`src/rtl/cmb_ctrl_pkg.sv`:
```
// cmb_ctrl_pkg: shared CMB timebase constants, channel state encoding and divider helper
package cmb_ctrl_pkg;
  localparam int CLK_HZ_DEF = 100_000_000;
  localparam int TICK_HZ_DEF = 1000;
  typedef enum logic {IDLE = 1'b0, RUN = 1'b1} ch_state_e;
  function automatic int calc_div(input int clk_hz, input int tick_hz);
    return clk_hz / tick_hz;
  endfunction
endpackage

```
`src/rtl/rr_arbiter.sv`:
```
// rr_arbiter: combinational round-robin pick of the first eligible index at or after ptr
module rr_arbiter #(
  parameter int N = 4,
  parameter int PW = $clog2(N)
) (
  input  logic [N-1:0]  elig_i,
  input  logic [PW-1:0] ptr_i,
  output logic [N-1:0]  grant_o,
  output logic [PW-1:0] ptr_o
);
  // scan from farthest to nearest so the nearest eligible index wins
  always_comb begin
    grant_o = '0;
    ptr_o = ptr_i;
    for (int k = N - 1; k >= 0; k--)
      if (elig_i[PW'((int'(ptr_i) + k) % N)]) begin
        grant_o = '0;
        grant_o[PW'((int'(ptr_i) + k) % N)] = 1'b1;
        ptr_o = PW'((int'(ptr_i) + k + 1) % N);
      end
  end
endmodule

```
`src/rtl/timer_sched.sv`:
```
// timer_sched: shared prescaled tick plus N_CH one-shot countdown timers loaded via round-robin; SQUARE_OUT_EN adds clk_1Hz
module timer_sched
  import cmb_ctrl_pkg::*;
#(
  parameter int CLK_HZ = CLK_HZ_DEF,
  parameter int TICK_HZ = TICK_HZ_DEF,
  parameter int N_CH = 4,
  parameter int CNT_W = 16
) (
  input  logic                  fpga_clk,
  input  logic                  rst,
  input  logic                  en,
  input  logic [N_CH-1:0]       req,
  input  logic [N_CH*CNT_W-1:0] load_val,
  output logic [N_CH-1:0]       gnt,
  output logic [N_CH-1:0]       busy,
  output logic [N_CH-1:0]       done,
`ifdef SQUARE_OUT_EN
  output logic                  clk_1Hz,
`endif
  output logic                  tick
);
  localparam int DIV = calc_div(CLK_HZ, TICK_HZ);
  localparam int PCW = $clog2(DIV);
  localparam int PW = $clog2(N_CH);
  logic [PCW-1:0] pcnt_q;
  logic tick_q;
  logic [N_CH-1:0] gnt_q, grant;
  logic [PW-1:0] ptr_q, ptr_d;
  // prescaler: frozen by en; a pending tick is held while frozen and released when en returns
  always_ff @(posedge fpga_clk)
    if (rst) begin
      pcnt_q <= '0;
      tick_q <= 1'b0;
    end else if (en) begin
      pcnt_q <= (pcnt_q == PCW'(DIV - 1)) ? '0 : pcnt_q + 1'b1;
      tick_q <= pcnt_q == PCW'(DIV - 1);
    end
  assign tick = tick_q & en;
  rr_arbiter #(.N(N_CH), .PW(PW)) u_arb (
    .elig_i (req & ~busy),
    .ptr_i  (ptr_q),
    .grant_o(grant),
    .ptr_o  (ptr_d)
  );
  // registered grant pulse; pointer only moves past a granted channel
  always_ff @(posedge fpga_clk)
    if (rst) begin
      gnt_q <= '0;
      ptr_q <= '0;
    end else begin
      gnt_q <= grant;
      if (|grant) ptr_q <= ptr_d;
    end
  assign gnt = gnt_q;
  for (genvar i = 0; i < N_CH; i++) begin : g_ch
    ch_state_e st_q, st_d;
    logic [CNT_W-1:0] cnt_q, cnt_d, ld;
    logic done_q, done_d;
    assign ld = load_val[i*CNT_W +: CNT_W];
    // countdown on tick; a grant on this edge loads fresh and ignores the coincident tick
    always_comb begin
      st_d = st_q;
      cnt_d = cnt_q;
      done_d = 1'b0;
      if (st_q == RUN && tick) begin
        cnt_d = cnt_q - 1'b1;
        if (cnt_q == CNT_W'(1)) begin
          st_d = IDLE;
          done_d = 1'b1;
        end
      end
      if (grant[i]) begin
        st_d = (ld != '0) ? RUN : st_d;
        cnt_d = (ld != '0) ? ld : cnt_d;
        done_d = ld == '0;
      end
    end
    // channel state register
    always_ff @(posedge fpga_clk)
      if (rst) begin
        st_q <= IDLE;
        cnt_q <= '0;
        done_q <= 1'b0;
      end else begin
        st_q <= st_d;
        cnt_q <= cnt_d;
        done_q <= done_d;
      end
    assign busy[i] = st_q == RUN;
    assign done[i] = done_q;
  end
`ifdef SQUARE_OUT_EN
  localparam int HALF = TICK_HZ / 2;
  localparam int HW = $clog2(HALF + 1);
  logic [HW-1:0] hcnt_q;
  logic sq_q;
  // half-second tick counter toggling the 1 Hz square wave
  always_ff @(posedge fpga_clk)
    if (rst) begin
      hcnt_q <= '0;
      sq_q <= 1'b0;
    end else if (tick) begin
      hcnt_q <= (hcnt_q == HW'(HALF - 1)) ? '0 : hcnt_q + 1'b1;
      if (hcnt_q == HW'(HALF - 1)) sq_q <= ~sq_q;
    end
  assign clk_1Hz = sq_q;
`endif
endmodule

```
`config.mk`:
```
export PLATFORM = sky130hd
export DESIGN_NAME = timer_sched
export DESIGN_NICKNAME = d
export VERILOG_FILES = /design/src/rtl/cmb_ctrl_pkg.sv /design/src/rtl/rr_arbiter.sv /design/src/rtl/timer_sched.sv
export SDC_FILE = /design/constraint.sdc
export NUM_CORES = 1
export LEC_CHECK = 0
export ABC_CLOCK_PERIOD_IN_PS = 4300
export CELL_PAD_IN_SITES_DETAIL_PLACEMENT = 0
export CELL_PAD_IN_SITES_GLOBAL_PLACEMENT = 2
export CORE_MARGIN = 3
export CORE_UTILIZATION = 35
export DETAILED_ROUTE_END_ITERATION = 8
export GPL_TIMING_DRIVEN = 0
export PLACE_DENSITY = 0.91
export SYNTH_ARGS = -nofsm -noshare
export SYNTH_HDL_FRONTEND = slang
export SYNTH_SLANG_ARGS = --single-unit
```
`constraint.sdc`:
```
create_clock -name fpga_clk -period 4.3 [get_ports fpga_clk]
set_input_delay 0.86 -clock fpga_clk [delete_from_list [all_inputs] [get_ports fpga_clk]]
set_output_delay 0.86 -clock fpga_clk [all_outputs]
set_load 0.005 [all_outputs]
```
# == Word-level counts from Yosys, hierarchy flattened ==
# Cells that the tools add are included.
# word_totals
wordCells,131
out_inout_bits,13
reg_bits,96
# op_classes
muxes,69
add_sub_neg,11
n_eq_ne,5
order_cmp,8
bitwise_logic,3
n_reduce_logical,19
# op_table
operator,count
16-bit two-way mux,12
16-bit by 1-bit == test with 1-bit output (second input constant),4
16-bit zero test,4
16-bit nonzero test,4
16-bit by 1-bit subtractor with 16-bit output (second input constant),4
1-bit two-way mux,40
17-bit by 1-bit adder with 17-bit output (second input constant),1
17-bit == test (second input constant),1
17-bit two-way mux,1
2-bit by 4-bit < comparator with 1-bit output (second input constant),4
4-bit two-way mux,4
2-bit adder (second input constant),5
1-bit binary-select mux with 2-bit select,4
1-bit demux with 2-bit select,4
2-bit by 1-bit greater-or-equal comparator with 1-bit output (second input constant),4
1-bit logical AND,8
2-bit two-way mux,4
4-bit bitwise AND,1
4-bit inverter,1
4-bit nonzero test,1
4-bit OR reduction,1
2-bit by 1-bit adder with 2-bit output (second input constant),1
2-bit AND reduction,1
1-bit bitwise AND,1

# == Longest topological paths before layout ==
# logic_depth
word_depth,11
ltp_mapped,12
ltp_nobuf,9

# == Hierarchy ==
# Synthesis repeated with hierarchy kept, for this count alone.
# unflattened
hier_cells,650
hier_area_um2,5579.1
# modules_own_cells
module,cells_each,area_each_um2,n_inst,seq_area_each_um2
timer_sched,591,5041.1,1,1921.8
rr_arbiter,59,538.0,1,0.0

# == Worst setup path after synthesis ==
# No wires, ideal clock.
# synth_timing
kind,input-to-reg
start,in req[1]
end,reg g_ch[1].cnt_q[0]
path_buffers,1
t_arrival_ns,2.683
required_time_ns,4.157
path_stages,8
setup_ns,0.143
setup_slack_ns,1.474
path_cell_list,and4b_4 or4_4 o311a_1 o31ai_2 nand2_2 buf_2 nor2_1 a211oi_2
# synth_via
elab_chain_cells,9
elab_cells_between_ends,18
cone_classes,17 x mux; 1 x bitwise
# synth_rtl
item,line,source
from (decl),timer_sched.sv:13,"input logic [N_CH-1:0] req,"
4-bit bitwise AND *,timer_sched.sv:41,".elig_i (req & ~busy),"
1-bit binary-select mux with 2-bit select,rr_arbiter.sv:16,if (elig_i[PW'((int'(ptr_i) + k) % N)]) begin
1-bit two-way mux (implied by the code) (2 in series),rr_arbiter.sv:16,
4-bit two-way mux (3 in series),rr_arbiter.sv:16,
4-bit two-way mux *,rr_arbiter.sv:16,
16-bit two-way mux *,timer_sched.sv:73,if (grant[i]) begin
to (signal assigned),timer_sched.sv:87,cnt_q <= cnt_d;
to (decl),timer_sched.sv:58,"logic [CNT_W-1:0] cnt_q, cnt_d, ld;"
# Mark *: on every way between the ends. The rest lies on a longest branch, timed or not. The select of a mux whose other input is x is not followed.
# A chain may end at the register's enable or synchronous reset.

# == Worst setup path after layout ==
# layout_timing
start,in req[0]
end,reg g_ch[3].cnt_q[14]
# layout_via
elab_chain_cells,9
elab_cells_between_ends,18
cone_classes,17 x mux; 1 x bitwise
# layout_rtl
item,line
4-bit bitwise AND *,timer_sched.sv:41
1-bit binary-select mux with 2-bit select,rr_arbiter.sv:16
1-bit two-way mux (implied by the code) (2 in series),rr_arbiter.sv:16
4-bit two-way mux (3 in series),rr_arbiter.sv:16
4-bit two-way mux *,rr_arbiter.sv:16
16-bit two-way mux *,timer_sched.sv:73
to (signal assigned),timer_sched.sv:87
to (decl),timer_sched.sv:58
# Marked as above.

==> impl_metrics.ini <==
[timing]
max_freq_ghz = 0.296
drv_slew = 0
relSlewSlack_pct = 46.6
timing.hold.ws_ns = 0.528
rsz0062_at_grt = no
finalWorstSetupSlack_ns = 0.926
worst_slew_pin_slew_ns = 0.800
fin_tns_setup_ns = 0
period_minus_slack_ns = 3.37
fin_crit_sh_pct = 78.5
setup_viol = 0
hold_violations = 0
skew_ns = 0.00628

[route]
wire_per_inst_um = 15.5
first_pass_iters = 4
met1_length_mm = 6.89
routed.top_layer = met4
vias = 4970
postRouteAntennaNets = 0
drcViolationCount = 0
dr_wl_met3_um = 636
dr.first_iter.drc_count = 231
routed_wl_mm = 14.9
wl_met2_mm = 6.76
routed_via_density = 5.17

[global_routing]
antenna_found_initial = 1
grt_start_max_net_pins = 15
grt_pass1_wl_mm = 25.2
grt_use_total_pct = 17.5
grt.overflow.total = 0
grt_pass1_vias = 5060

[worst_setup_path]
crit_path_end_kind = flip-flop
cp.required_ns = 4.56
arrival_ns = 3.64
cp-start-kind = input pin
crit_chain = clkdlybuf4s50_1 > nor4bb_1 > or4_4 > o32ai_1 > a211oi_2 > nand2b_1 > buf_6 > buf_6 > nor2_1 > a211oi_1
slowest_delay_ns = 0.65
reg2reg_setup_slack_ns = 1.02
critPathKind = in2reg
worst_path_most_repeated_cell = buf_6
cp_max_fo = 10
slowest_stage = nor4bb_1

[clocking]
cts_setup_buffers = 0
clk_latency_ns = 0.35
cts_root_buffer = clkbuf_16
clk_path_buf_depth = 2
cts_made_buffers = 9
ctsResizeCount = 0
cts.sink_count = 96
hold_buffers = 0
cts_tree = yes
ctsHtreeMaxLevel = 3
path_clk_slew_ns = 0.07

[placement]
routabilityCongestion = 0.889
dpl.cell_count = 944
hpwl_mm = 11.4
place_area_um2 = 6680
io_buffers = 81
dp_slack_ns = 0.697

[finish]
register_area_um2 = 1920
area_delta_synth_final_pct = 24.6
post_route_cells_drive_above_1_share_pct = 10.7
final_cells = 961
fin_util_pct = 45.3
fin_nets = 832
final_cell_mix = nor2_1, dfxtp_1, clkdlybuf4s50_1
final_common_cell = nor2_1
multi_input_area_um2 = 3350
fin_area_um2 = 6990
n_fill_cell = 1547

[power_and_ir_drop]
clkPwrFrac_pct = 19.1
peakVddDrop_mv = 0.220
switching_share_pct = 39.8
p_int_mw = 2.59
p_per_area_nw_per_um2 = 615
power.total_mw = 4.30
p_comb_share_pct = 47.5
p_seq_share_pct = 33.4
leakagePower_nw = 2.43
p_sw_mw = 1.71

[yosys]
synth.distinct_cells = 59
synth-seq-area-share_pct = 34.3
netlist_instances = 652
synth_ff_type = dfxtp_1
avgSynthCellArea_um2 = 8.60
syn-cell-area_um2 = 5610
synthArstFlopShare_pct = 0
yosysWarnings = 0
syn-num-nets = 740
synth_edf_count = 0
synth_seq_cells = 96

[floorplanning]
die_h_um = 133
fp.dieW_um = 133
num_rows = 45
start_util_pct = 36.4
core_area_um2 = 15400
io_pins = 84
die-area_um2 = 17600

[outcome]
outcome = complete, no violations

[run]
max-cap-violations = 0

[worst_hold_path]
hold_class = reg2reg
power by group through the flow:
stage / registers [mW] / logic [mW] / clock network, mW
after floorplan: 1.38 / 1.57 / 0
after global placement: 1.43 / 2.03 / 0
after detailed placement: 1.45 / 2.04 / 0
after CTS: 1.43 / 2.06 / 0.844
after global routing: 1.48 / 2.29 / 0.874
final: 1.43 / 2.04 / 0.821
per-layer routing:
| metal | vias to the layer above | GRT usage [%] |
|---|---|---|
| met4 | 0 | 8.49 |
| met5 | - | 0 |
| met1 | 2313 | 22.3 |
| met2 | 94 | 27.9 |
| met3 | 32 | 4.07 |
| li1 | 2531 | - |
state kept, by name, indices dropped and copies added (netlist names):
register	cells
ptr_q	2
tick_q	1
g_ch.done_q	4
pcnt_q	17
g_ch.st_q	4
gnt	4
g_ch.cnt_q	64
kinds of logic after synthesis:
family          after synthesis  synth area share [%]
buf+inv                      56                  5.93
flops                        96                  34.3
mux                          11                  2.88
simple gates                289                  25.7
xor+xnor                     77                  12.0
compound gates              106                  15.4
fa+ha+maj                    17                  3.79
critical path, delay by kind of cell:
family | cells | cell delay (ns)
AND/OR/NAND/NOR | 4 | 1.20
AO/OA/AOI/OAI | 3 | 0.77
buffers and inverters | 3 | 0.81
cell usage after synthesis, types with 6 or more instances:
cell type | number | area [um2]
ha_1 | 17 | 213
buf_2 | 6 | 30.0
a21oi_1 | 13 | 65.1
buf_6 | 10 | 113
nand2_1 | 32 | 120
o21ai_0 | 10 | 50.1
nand4_1 | 12 | 75.1
nor2_1 | 124 | 465
xor2_1 | 31 | 272
xnor2_1 | 46 | 403
or3_1 | 7 | 43.8
nand2b_1 | 8 | 50.1
buf_4 | 10 | 75.1
or4_1 | 10 | 75.1
dfxtp_1 | 96 | 1920
nor3_1 | 20 | 100
inv_1 | 15 | 56.3
clkbuf_1 | 12 | 45.0
nor4_1 | 31 | 194
a211oi_2 | 19 | 238
a211oi_1 | 44 | 330
mux2i_1 | 6 | 60.1
nand3_1 | 17 | 85.1
final timing paths:
path | start | to | cells past startpoint
worst min-delay path | pcnt_q[16] | pcnt_q[16] | 2
worst max-delay path | req[0] | g_ch[3].cnt_q[14] | 10
worst min register to register | pcnt_q[16] | pcnt_q[16] | 2
worst max register to register | ptr_q[0] | g_ch[1].cnt_q[5] | 11
cell type report:
class / instances / area share, %
timing repair buffer: 81 / 11.6
buffer: 39 / 3.81
antenna: 1 / 0.0358
inverter: 17 / 0.949
clock inverter: 3 / 0.573
tap: 211 / 3.78
sequential: 96 / 27.5
clock buffer: 13 / 3.72
multi-input combinational: 500 / 48.0
Note: power is estimated with default switching activity, not from simulation.
